[src/rtl/button_conditioner_pkg.sv]
// Shared state encoding and 100 MHz board timing defaults
// for the push-button conditioner.
package button_conditioner_pkg;

    typedef enum logic [1:0] {
        RELEASED     = 2'd0,
        PRESS_PEND   = 2'd1,
        HELD         = 2'd2,
        RELEASE_PEND = 2'd3
    } btn_state_e;

    localparam int unsigned DEF_NUM_BTN         = 2;
    localparam int unsigned DEF_DEBOUNCE_CYCLES = 1000000;
    localparam int unsigned DEF_REPEAT_DELAY    = 50000000;
    localparam int unsigned DEF_REPEAT_PERIOD   = 20000000;

    function automatic int unsigned max_u(
        input int unsigned a,
        input int unsigned b
    );
        return (a > b) ? a : b;
    endfunction

endpackage

[src/rtl/button_conditioner_if.sv]
// Raw button levels in, conditioned level and strobes out.
// The board/test side is the master, the conditioner the slave.
interface button_conditioner_if #(
    parameter int unsigned NUM_BTN = 2
);
    logic [NUM_BTN-1:0] btnRaw;
    logic [NUM_BTN-1:0] btnLevel;
    logic [NUM_BTN-1:0] btnPress;
    logic [NUM_BTN-1:0] btnRelease;

    modport master (
        output btnRaw,
        input  btnLevel,
        input  btnPress,
        input  btnRelease
    );

    modport slave (
        input  btnRaw,
        output btnLevel,
        output btnPress,
        output btnRelease
    );
endinterface

[src/rtl/button_conditioner_debounce_channel.sv]
// One button: 2-flop synchroniser, debounce FSM and counter.
// BUTTON_AUTOREPEAT_EN adds repeated press strobes while held.
module debounce_channel
    import button_conditioner_pkg::*;
#(
    parameter int unsigned DEBOUNCE_CYCLES = DEF_DEBOUNCE_CYCLES,
    parameter int unsigned REPEAT_DELAY    = DEF_REPEAT_DELAY,
    parameter int unsigned REPEAT_PERIOD   = DEF_REPEAT_PERIOD
) (
    input  logic clk,
    input  logic reset,
    input  logic raw,
    output logic level,
    output logic press,
    output logic rel
);
    localparam int CW = $clog2(DEBOUNCE_CYCLES + 1);
    localparam logic [CW-1:0] CNT_LAST = CW'(DEBOUNCE_CYCLES - 1);

    logic       sync1_q, sync2_q;
    btn_state_e state_q, state_d;
    logic [CW-1:0] cnt_q, cnt_d;
    logic level_q, level_d;
    logic press_q, press_d;
    logic rel_q, rel_d;
    logic accept_press;

    always_comb begin
        state_d      = state_q;
        cnt_d        = cnt_q;
        level_d      = level_q;
        accept_press = 1'b0;
        rel_d        = 1'b0;
        unique case (state_q)
            RELEASED: begin
                if (sync2_q) begin
                    state_d = PRESS_PEND;
                    cnt_d   = CW'(1);
                end
            end
            PRESS_PEND: begin
                if (!sync2_q) begin
                    state_d = RELEASED;
                    cnt_d   = '0;
                end else if (cnt_q == CNT_LAST) begin
                    state_d      = HELD;
                    cnt_d        = '0;
                    level_d      = 1'b1;
                    accept_press = 1'b1;
                end else begin
                    cnt_d = cnt_q + CW'(1);
                end
            end
            HELD: begin
                if (!sync2_q) begin
                    state_d = RELEASE_PEND;
                    cnt_d   = CW'(1);
                end
            end
            RELEASE_PEND: begin
                if (sync2_q) begin
                    state_d = HELD;
                    cnt_d   = '0;
                end else if (cnt_q == CNT_LAST) begin
                    state_d = RELEASED;
                    cnt_d   = '0;
                    level_d = 1'b0;
                    rel_d   = 1'b1;
                end else begin
                    cnt_d = cnt_q + CW'(1);
                end
            end
            default: begin
                state_d = RELEASED;
                cnt_d   = '0;
            end
        endcase
    end

`ifdef BUTTON_AUTOREPEAT_EN
    localparam int RW =
        $clog2(max_u(REPEAT_DELAY, REPEAT_PERIOD) + 1);
    localparam logic [RW-1:0] DLY_LAST = RW'(REPEAT_DELAY - 1);
    localparam logic [RW-1:0] PER_LAST = RW'(REPEAT_PERIOD - 1);

    logic [RW-1:0] rep_q, rep_d;
    logic rpt_q, rpt_d;
    logic rep_hit;

    // Count only while staying in HELD; any other cycle restarts the delay.
    always_comb begin
        rep_d   = rep_q;
        rpt_d   = rpt_q;
        rep_hit = 1'b0;
        if (state_q == HELD && sync2_q) begin
            if ((!rpt_q && rep_q == DLY_LAST) ||
                (rpt_q && rep_q == PER_LAST)) begin
                rep_hit = 1'b1;
                rep_d   = '0;
                rpt_d   = 1'b1;
            end else begin
                rep_d = rep_q + RW'(1);
            end
        end else begin
            rep_d = '0;
            rpt_d = 1'b0;
        end
    end

    always_ff @(posedge clk or negedge reset) begin
        if (!reset) begin
            rep_q <= '0;
            rpt_q <= 1'b0;
        end else begin
            rep_q <= rep_d;
            rpt_q <= rpt_d;
        end
    end

    assign press_d = accept_press | rep_hit;
`else
    assign press_d = accept_press;
`endif

    always_ff @(posedge clk or negedge reset) begin
        if (!reset) begin
            sync1_q <= 1'b0;
            sync2_q <= 1'b0;
            state_q <= RELEASED;
            cnt_q   <= '0;
            level_q <= 1'b0;
            press_q <= 1'b0;
            rel_q   <= 1'b0;
        end else begin
            sync1_q <= raw;
            sync2_q <= sync1_q;
            state_q <= state_d;
            cnt_q   <= cnt_d;
            level_q <= level_d;
            press_q <= press_d;
            rel_q   <= rel_d;
        end
    end

    assign level = level_q;
    assign press = press_q;
    assign rel   = rel_q;
endmodule

[src/rtl/button_conditioner.sv]
// Per-button debounce in front of ledMachine's control inputs.
// Optional auto-repeat: define BUTTON_AUTOREPEAT_EN.
module button_conditioner
    import button_conditioner_pkg::*;
#(
    parameter int unsigned NUM_BTN         = DEF_NUM_BTN,
    parameter int unsigned DEBOUNCE_CYCLES = DEF_DEBOUNCE_CYCLES,
    parameter int unsigned REPEAT_DELAY    = DEF_REPEAT_DELAY,
    parameter int unsigned REPEAT_PERIOD   = DEF_REPEAT_PERIOD
) (
    input logic clk,
    input logic reset,
    button_conditioner_if.slave btn
);
    logic [NUM_BTN-1:0] level_w;
    logic [NUM_BTN-1:0] press_w;
    logic [NUM_BTN-1:0] rel_w;

    for (genvar i = 0; i < NUM_BTN; i++) begin : g_ch
        debounce_channel #(
            .DEBOUNCE_CYCLES(DEBOUNCE_CYCLES),
            .REPEAT_DELAY   (REPEAT_DELAY),
            .REPEAT_PERIOD  (REPEAT_PERIOD)
        ) u_ch (
            .clk  (clk),
            .reset(reset),
            .raw  (btn.btnRaw[i]),
            .level(level_w[i]),
            .press(press_w[i]),
            .rel  (rel_w[i])
        );
    end

    assign btn.btnLevel   = level_w;
    assign btn.btnPress   = press_w;
    assign btn.btnRelease = rel_w;
endmodule
[src/flat_wrapper.sv]
// flat-port wrapper written by rule: the top's interface ports become plain ports
module button_conditioner_flat import button_conditioner_pkg::*;
#(
    parameter int unsigned NUM_BTN         = DEF_NUM_BTN,
    parameter int unsigned DEBOUNCE_CYCLES = DEF_DEBOUNCE_CYCLES,
    parameter int unsigned REPEAT_DELAY    = DEF_REPEAT_DELAY,
    parameter int unsigned REPEAT_PERIOD   = DEF_REPEAT_PERIOD
)
  (clk, reset, btn_btnRaw, btn_btnLevel, btn_btnPress, btn_btnRelease);
  button_conditioner_if #(.NUM_BTN(NUM_BTN)) btn_i ();
  input logic clk;
  input logic reset;
  input wire logic [$bits(btn_i.btnRaw)-1:0] btn_btnRaw;
  output wire logic [$bits(btn_i.btnLevel)-1:0] btn_btnLevel;
  output wire logic [$bits(btn_i.btnPress)-1:0] btn_btnPress;
  output wire logic [$bits(btn_i.btnRelease)-1:0] btn_btnRelease;
  assign btn_i.btnRaw = btn_btnRaw;
  assign btn_btnLevel = btn_i.btnLevel;
  assign btn_btnPress = btn_i.btnPress;
  assign btn_btnRelease = btn_i.btnRelease;
  button_conditioner #(.NUM_BTN(NUM_BTN), .DEBOUNCE_CYCLES(DEBOUNCE_CYCLES), .REPEAT_DELAY(REPEAT_DELAY), .REPEAT_PERIOD(REPEAT_PERIOD)) u_core (.clk(clk), .reset(reset), .btn(btn_i));
endmodule
[config.mk]
export PLATFORM = sky130hd
export DESIGN_NAME = button_conditioner_flat
export DESIGN_NICKNAME = d
export VERILOG_FILES = /design/src/rtl/button_conditioner_pkg.sv /design/src/rtl/button_conditioner_if.sv /design/src/rtl/button_conditioner_debounce_channel.sv /design/src/rtl/button_conditioner.sv /design/src/flat_wrapper.sv
export SDC_FILE = /design/constraint.sdc
export NUM_CORES = 1
export LEC_CHECK = 0
export CAP_MARGIN = 20
export CORE_ASPECT_RATIO = 0.8
export CORE_MARGIN = 2
export CORE_UTILIZATION = 60
export DETAILED_ROUTE_END_ITERATION = 6
export GPL_ROUTABILITY_DRIVEN = 0
export PLACE_DENSITY = 0.78
export SLEW_MARGIN = 20
export SYNTH_ARGS = -nofsm -noshare
export SYNTH_HDL_FRONTEND = slang
export SYNTH_SLANG_ARGS = --single-unit
[constraint.sdc]
create_clock -name clk -period 6 [get_ports clk]
set_clock_uncertainty 0.15 [all_clocks]
set_input_delay 1.2 -clock clk [delete_from_list [all_inputs] [get_ports clk]]
set_output_delay 1.2 -clock clk [all_outputs]
set_load 0.02 [all_outputs]
==> results.md, run 1 <==
- The dominant register cell in the synthesized netlist is sky130_fd_sc_hd__dfrtp_1.
- The height of the chip is 65.1 um.
- Counting distinct cell types in the post-synthesis netlist gives 42.
- The combinational group share of total power is 0.228.
- The cell family contributing the most delay on the critical path is buffers and inverters.
- The pin count of the biggest net entering global routing is 55.
- The worst IR drop on VDD is 0.000165 V.
- The total half-perimeter wirelength after legalization and detailed placement is 3.91 mm.
- The net switching power is 294 uW.
- The data required time of the worst path is 4.65 ns.
- The arrival time at the worst endpoint is 1.31 ns.
- The largest single stage delay on the critical path is 0.61 ns.
- The critical path goes through clkdlybuf4s50_1.
- Timing analysis after detailed placement gives a worst setup slack of 3.53 ns.
- Counting I/O delays and the setup requirement, the final critical path takes 2.66 ns.
- The power density relative to cell area is 283 nW/um2.
- The detailed-route via count is 2333.
- In the final routing, the length of wire on met1 measures 3.05 mm.
- The maximum buffer depth of the clock tree is 2.
- Fill cells in the final layout number 368.
- The synthesized flop and latch total is 54.
- The number of antenna violations at the first check in global routing is 0.
- STA classifies the critical path startpoint as a flop.
- The post-cts sizing count is 0.
- The number of global-route vias before repair is 2083.
- For this run, the top clock speed supported by timing is 377 MHz.
- The proportion of power drawn by the clock network is 0.258.
- The via density per instance is 6.37.
- The routed design has 5.79 mm of wire.
- After synthesis, the most frequently instantiated cells are sky130_fd_sc_hd__dfrtp_1, sky130_fd_sc_hd__nand2_1, sky130_fd_sc_hd__a31oi_1.
- The first global-routing pass estimated 9.98 mm of wire.
- The clock insertion delay at the later pin of the skew report is 0.32 ns.
- Across every metal layer, demand over resource in global routing totals 0.244.
- The library cell occupying the most area in the post-synthesis netlist is sky130_fd_sc_hd__dfrtp_1.
- The post-route fraction of the period consumed by the critical path is 0.443.
- The number of max-slew violations in the final report was 0.
- The number of nets handed over by synthesis was 309.
- The max capacitance violation total is 0.
- The clock root buffer is sky130_fd_sc_hd__clkbuf_8.
- The number of buffers added by the clock tree synthesis step is 5.
- The number of top-level pins is 10.
- The final hold violation count is 0.
- The share of the synthesized area in the top cell type is 0.483.
- The layout net count is 311.
- Cell internal power was estimated by the tool at 548 uW.
- The most common cell in the synthesized netlist is sky130_fd_sc_hd__dfrtp_1.
- The actual slew at the worst max-slew pin is 0.777 ns.
- The detailed-route wire length per cell is 15.8 um.
- The clock tree from TritonCTS is done.
- Row generation in the floorplan step produced 22 rows.
- The H-tree generated during clock tree synthesis spans 2 levels.
- For this run, the number of Yosys warnings is 0.
- The tightest hold path in the finished design has a slack of 0.223 ns.
- The clock net in this run drives a total of 54 sinks.
- In this run the remaining antenna-violating nets after routing total 0.
- Of the total power, the share spent switching nets is 0.349.
- The critical path is of the reg2out type.
- Summing all multi-input logic gate instances after layout gives 1310 um2.
- Once routing completed, OpenROAD measured the worst setup slack at 3.34 ns.
- For this run the aggregate overflow at the end of global routing stands at 0.
- After detailed routing, no signal wire sits above met4.
- Setup violations remaining at the end of the flow were counted as 0.
- The number of enable flip-flop cells after synthesis is 0.
- After synthesis, the share of flip-flops with an asynchronous set or reset is 1.00.
- 0 antenna diodes ended up in the layout.
- The flow ran to the end, and the final reports show no timing, DRC or antenna violations.
- The post-synthesis sequential area ratio is 0.483.
- By area the synthesized netlist is led by sky130_fd_sc_hd__dfrtp_1, sky130_fd_sc_hd__a31oi_1, sky130_fd_sc_hd__nand3_1.
- From synthesis to final layout, the design area changed by 6.35%.
- Buffers placed on the I/O ports in this run total 9.
- The max-slew headroom at the worst pin is 0.477.
- After detailed routing, the met3 layer carries 237 um of wire.
- The cell with the largest stage delay on the worst path is sky130_fd_sc_hd__clkdlybuf4s50_1.
- The fraction of layout instances using a drive strength above 1 is 0.0686.
- The floorplan step defined a die boundary enclosing 5230 um2.
- Post-CTS timing repair inserted 0 buffers for setup.
- Clock-pin slew was measured on the worst setup and hold paths at 0.11 ns.
- Setup repair after global routing left no endpoint under its margin.
- Buffers inserted to repair hold after CTS numbered 0.
- The critical path buffer and inverter count is 1.
- The accumulated negative setup slack is 0 ns.
- Summed over all cells, the static leakage comes to 1.23 nW.
- The highest fanout seen on the critical path is 3.
- The sequential power share is 0.515.
- The starting utilization of the core area is 0.616.
- Counting every instance in the synthesized netlist gives 303.
- The first detailed-routing pass took 5 iterations.
- The area of the mapped netlist is 2800 um2.
- The class of the tightest hold or removal check is reg2reg.
- After synthesis, the mean cell area works out to 9.23 um2.
- The floorplan step set the die width to 80.3 um.
- The placeable core region is 4540 um2.
- The kind of end point of the critical path is a primary output.
- The length of routed met2 wiring is 2.44 mm.
- The detailed-route DRC error count is 0.
- The count of routing violations after the opening detailed-route iteration is 265.
- Across the whole layout, storage elements account for 1350 um2.
[layout by cell type, fill, tap and decap left out, types with 3 or more instances in the layout]
cell / netlist / final
sky130_fd_sc_hd__nand2_1: 29 / 29
sky130_fd_sc_hd__dfrtp_1: 54 / 54
sky130_fd_sc_hd__a31oi_1: 27 / 27
sky130_fd_sc_hd__a41oi_1: 5 / 5
sky130_fd_sc_hd__clkdlybuf4s50_1: 0 / 8
sky130_fd_sc_hd__nor4_1: 5 / 5
sky130_fd_sc_hd__nand2b_1: 3 / 3
sky130_fd_sc_hd__nor2_1: 19 / 19
sky130_fd_sc_hd__and2_1: 4 / 4
sky130_fd_sc_hd__o21ai_0: 17 / 17
sky130_fd_sc_hd__a21o_1: 4 / 4
sky130_fd_sc_hd__nand3_1: 24 / 24
sky130_fd_sc_hd__clkbuf_8: 0 / 5
sky130_fd_sc_hd__a22o_1: 7 / 7
sky130_fd_sc_hd__buf_4: 6 / 3
sky130_fd_sc_hd__a21oi_1: 22 / 22
sky130_fd_sc_hd__nand4_1: 10 / 10
sky130_fd_sc_hd__inv_1: 9 / 9
sky130_fd_sc_hd__nor3_1: 7 / 7
sky130_fd_sc_hd__and3_1: 10 / 10
[metal layers]
| layer | global-route usage | up-vias |
|---|---|---|
| li1 | - | 1132 |
| met1 | 0.384 | 1128 |
| met2 | 0.346 | 64 |
| met3 | 0.0487 | 9 |
| met4 | 0.0572 | 0 |
| met5 | 0 | - |
[through the flow]
stage | area, um2 | total power, mW | util | instances
after floorplan | 2800 | 0.586 | - | 303
after global placement | 2880 | 0.620 | 0.633 | 358
after detailed placement | 2880 | 0.623 | 0.633 | 358
after CTS | 2970 | 0.843 | 0.655 | 366
after global routing | 2970 | 0.892 | 0.655 | 366
final | 2970 | 0.841 | 0.655 | 366
[power by group through the flow]
stage	Clock [mW]	Sequential, mW	Combinational [mW]
final	0.217	0.433	0.191
after global routing	0.237	0.441	0.215
after CTS	0.221	0.432	0.189
after detailed placement	0	0.438	0.184
after global placement	0	0.438	0.182
after floorplan	0	0.430	0.156
[worst register-to-register path: cells and delay by family, from the launching register on]
kind,cells,cell delay (ns)
AOI/OAI and AO/OA,3,0.65
buffers and inverters,1,0.27
DFF,1,0.47
and+or+nand+nor,2,0.86
[final timing paths]
path | from | end | slack (ns) | cells after the start
max | u_core.g_ch[1].u_ch.level$_DFFE_PN0P_ | btn_btnLevel[1] | 3.34 | 1
min | u_core.g_ch[1].u_ch.sync1_q$_DFF_PN0_ | u_core.g_ch[1].u_ch.sync2_q$_DFF_PN0_ | 0.22 | 0
max reg2reg | u_core.g_ch[0].u_ch.cnt_q[13]$_DFFE_PN0P_ | u_core.g_ch[0].u_ch.cnt_q[7]$_DFFE_PN0P_ | 3.49 | 6
min reg2reg | u_core.g_ch[1].u_ch.sync1_q$_DFF_PN0_ | u_core.g_ch[1].u_ch.sync2_q$_DFF_PN0_ | 0.22 | 0
max in group asynchronous | reset | u_core.g_ch[0].u_ch.cnt_q[7]$_DFFE_PN0P_ | 4.40 | 2
min in group asynchronous | reset | u_core.g_ch[0].u_ch.cnt_q[15]$_DFFE_PN0P_ | 0.84 | 2
[cell families (layout without fill, tap and decap cells)]
group	after synthesis	after routing	synth area share
flops	54	54	0.483
mux	3	3	0.0112
xor+xnor	3	3	0.00940
buf+inv	26	29	0.0488
simple gates	124	124	0.234
fa+ha+maj	2	2	0.00895
compound gates	91	91	0.204
[flip-flops by register name (all words and copies together), names as in the netlist, named ones only]
signal / count
u_core.g_ch.u_ch.rel: 2
u_core.g_ch.u_ch.level: 2
u_core.g_ch.u_ch.cnt_q: 40
u_core.g_ch.u_ch.press: 2
u_core.g_ch.u_ch.sync1_q: 2
u_core.g_ch.u_ch.sync2_q: 2
u_core.g_ch.u_ch.state_q: 2
[final cells by class]
class | count | area share
clock buffers | 5 | 0.0231
clock inverters | 3 | 0.00968
inverters | 9 | 0.0114
multi-input cells | 223 | 0.440
flip-flops and latches | 54 | 0.454
well taps | 60 | 0.0252
repair buffers | 12 | 0.0362
(Power assumes the default switching activity.)
==> run 2, diff against run 1 <==
clock period = 2.7 ns   (was 6 ns; I/O delays follow)
==> run 2 against run 1 <==
  * Highest routed layer unchanged
  * Critical endpoint is now u_core.g_ch[0].u_ch.cnt_q[11]$_DFFE_PN0P_
  * Design area is 0.76% higher
  * First-iteration DRC count is 30% lower
  * Via count is 1.8% lower
  * Sequential cell count stayed put
  * Routed wire length is 7.4% lower
  * Largest cell class unchanged
  * Critical path type is now reg2reg
  * Combinational power is 120% higher
  * Sequential power is 120% higher
==> results.md, run 2 (synthesis gave the netlist of run 1 again) <==
- The via density per instance came to 6.21 (-2.6%).
- Ranked by flip-flop count, first place goes to u_core.g_ch.u_ch.cnt_q.
- The max-slew headroom at the worst pin is 0.519 (+0.0416).
- The worst-case reg-to-reg path depth is 6 (unchanged).
- The number of top-level pins is 10 (unchanged).
- The worst IR drop on VDD is 0.000328 V (+99%).
- The total half-perimeter wirelength after legalization and detailed placement was 3.68 mm (-5.9%).
- The remaining global-route overflow is 0 (unchanged).
- The most critical setup path has its endpoint at u_core.g_ch[0].u_ch.cnt_q[11]$_DFFE_PN0P_.
- The clock sink count came to 54 (unchanged).
- The tree is rooted in a sky130_fd_sc_hd__clkbuf_8.
- The x dimension of the die is 80.3 um (unchanged).
- The count of routing violations after the opening detailed-route iteration is 186 (-30%).
- Among cell families on the critical path, the largest total delay comes from simple AND/OR/NAND/NOR gates.
- The highest fanout seen on the critical path was 22 (+19).
- The class of the tightest hold or removal check is in2async.
- The count of placed standard cells in the final layout, fillers left out was 369 (+0.82%).
- The placeable core region is 4540 um2 (unchanged).
- The layout net count is 314 (+0.96%).
- The detailed-route via count is 2291 (-1.8%).
- The critical path buffer and inverter count is 1 (unchanged).
- The arrival time at the worst endpoint is 2.35 ns (+1.04 ns).
- The cell area after layout is 3000 um2 (+0.76%).
- Setup repair after global routing left no endpoint under its margin.
- The wire length reported by the detailed router is 5.37 mm (-7.4%).
- The antenna diode count is 0 (unchanged).
- STA classifies the critical path startpoint as a flop.
- The die area is 5230 um2 (unchanged).
- The final hold violation count is 0 (unchanged).
- The leakage component of the power came to 1.24 nW (+1.3%).
- The reg-to-reg setup timing slack is 0.40 ns (-3.09 ns).
- The minimum setup slack after placement is 0.434 ns (-3.09 ns).
- The cell with the largest stage delay on the worst path is sky130_fd_sc_hd__or4_4.
- The count of standard-cell rows is 22 (unchanged).
- The number of failing setup endpoints in the final timing report is 0 (unchanged).
- The flow ran to the end, and the final reports show no timing, DRC or antenna violations.
- The data required time of the worst path is 2.75 ns (-1.90 ns).
- The fill cell total of the finished layout is 392 (+6.5%).
- The total iterations of the first detailed-routing run is 4 (-1).
- The combined global-route utilization of all metal layers came to 0.221 (-0.0232).
- The max capacitance violation total was 0 (unchanged).
- STA classifies the critical path endpoint as a flop.
- The post-cts sizing count is 0 (unchanged).
- The clock insertion delay at the later pin of the skew report was 0.31 ns (about the same).
- Of the available clock period, the critical path in the final layout requires 0.851.
- The detailed-route DRC error count is 0 (unchanged).
- The worst path needs 2.30 ns of the cycle, external delays included.
- The worst reg2reg path endpoint is u_core.g_ch[0].u_ch.cnt_q[11]$_DFFE_PN0P_.
- The deepest level of the CTS H-tree is 2 (unchanged).
- The growth of design area from synthesis to finish is 7.16%.
- In the layout the commonest cells are sky130_fd_sc_hd__dfrtp_1, sky130_fd_sc_hd__nand2_1, sky130_fd_sc_hd__a31oi_1.
- The remaining antenna violation count was 0 (unchanged).
- The footprint of the multi-input gates is 1310 um2 (unchanged).
- The post-layout utilization of the core is 0.660 (+0.00496).
- The detailed-route wire length per cell is 14.5 um (-8.1%).
- The accumulated negative setup slack is 0 ns (unchanged).
- In this run the critical register-to-register path is launched from u_core.g_ch[0].u_ch.cnt_q[13]$_DFFE_PN0P_.
- The number of buffers added by the clock tree synthesis step is 5 (unchanged).
- The minimum setup slack in the final design is 0.403 ns (-2.94 ns).
- The library cell used most frequently in the layout, excluding fill and tap cells, is sky130_fd_sc_hd__dfrtp_1.
- The number of buffers inserted to repair setup after CTS came to 0 (unchanged).
- The signal on the critical path passes through or4_4 -> nor4_4 -> a21oi_2 -> buf_4 -> a21o_1 -> a22o_1.
- The number of global-route vias before repair came to 1978 (-5.0%).
- The top achievable clock speed is 435 MHz.
- The worst setup path is of the reg2reg kind.
- The critical path depth in cells is 6 (+5).
- The number of port buffers is 9 (unchanged).
- The fraction of layout instances using a drive strength above 1 was 0.0777 (+0.00904).
- The first-pass GRT wire length is 9.15 mm (-8.4%).
- The pin count of the biggest net entering global routing is 55 (unchanged).
- The number of max-slew violations in the final report is 0 (unchanged).
- The combined flip-flop and latch cell area is 1350 um2 (unchanged).
- The starting utilization of the core area was 0.616 (unchanged).
- The worst stage delay on the critical path is 0.58 ns (-0.03 ns).
- The number of antenna violations at the first check in global routing is 0 (unchanged).
- The post-placement cell area is 2900 um2 (+0.78%).
- The flip-flop count of the largest register, all copies and words added was 40 (unchanged).
- The power density relative to cell area came to 623 nW/um2 (+120%).
- The clock tree from TritonCTS is done.
- The maximum buffer depth of the clock tree is 2 (unchanged).
- The cts-stage hold buffer count is 0 (unchanged).
- The count of placed standard cells including taps came to 361 (+0.84%).
- The clock slew at the register clock pins of the worst setup and hold paths is 0.11 ns (about the same).
- The height of the chip is 65.1 um (unchanged).
- The critical path launch point is u_core.g_ch[0].u_ch.cnt_q[13]$_DFFE_PN0P_.
- The actual slew at the worst max-slew pin is 0.719 ns (-0.0579 ns).
==> run 2: worst register-to-register path, cell delays in order, from the launching register on <==
cell and delay, ns:
sky130_fd_sc_hd__dfrtp_1 0.47, sky130_fd_sc_hd__or4_4 0.58, sky130_fd_sc_hd__nor4_4 0.28, sky130_fd_sc_hd__a21oi_2 0.11, sky130_fd_sc_hd__buf_4 0.21, sky130_fd_sc_hd__a21o_1 0.17, sky130_fd_sc_hd__a22o_1 0.21
==> run 2: metrics by stage <==
stage	power (mW)	hold WS, ns
global placement	1.38	0.193
detailed placement	1.40	0.186
CTS	1.88	0.211
global route	1.99	0.230
finish	1.87	0.187
floorplan	1.30	0.0944
==> run 2: power breakdown <==
part	total [mW]	leakage, nW	internal (mW)	switching (mW)
combinational	0.423	0.462	0.162	0.260
sequential	0.964	0.730	0.871	0.0929
clock	0.482	0.0506	0.195	0.287
==> run 2: how the worst min path moves through the flow <==
stage / startpoint / to / slack [ns] / depth (start not counted)
final: reset / u_core.g_ch[0].u_ch.cnt_q[18]$_DFFE_PN0P_ / 0.19 / 2
after global placement: u_core.g_ch[1].u_ch.sync1_q$_DFF_PN0_ / u_core.g_ch[1].u_ch.sync2_q$_DFF_PN0_ / 0.19 / 0
after detailed placement: u_core.g_ch[0].u_ch.sync1_q$_DFF_PN0_ / u_core.g_ch[0].u_ch.sync2_q$_DFF_PN0_ / 0.19 / 0
after global routing: u_core.g_ch[0].u_ch.sync1_q$_DFF_PN0_ / u_core.g_ch[0].u_ch.sync2_q$_DFF_PN0_ / 0.23 / 0
after CTS: reset / u_core.g_ch[0].u_ch.cnt_q[18]$_DFFE_PN0P_ / 0.21 / 2
after floorplan: reset / async pin / 0.09 / 0
==> run 2: per-layer routing <==
metal  vias to the layer above  global-route usage  routed length (um)
li1                       1139                   -                   -
met1                      1095               0.358                2870
met2                        52               0.301                2220
met3                         5              0.0474                 250
met4                         0              0.0445                  27
met5                         -                   0                   0
==> run 2: layout make-up <==
class / instances / share of cell area
Multi-Input combinational cell: 223 / 0.437
Inverter: 9 / 0.0113
Tap cell: 60 / 0.0251
Sequential cell: 54 / 0.451
Clock buffer: 5 / 0.0230
Clock inverter: 3 / 0.00960
Timing Repair Buffer: 15 / 0.0434
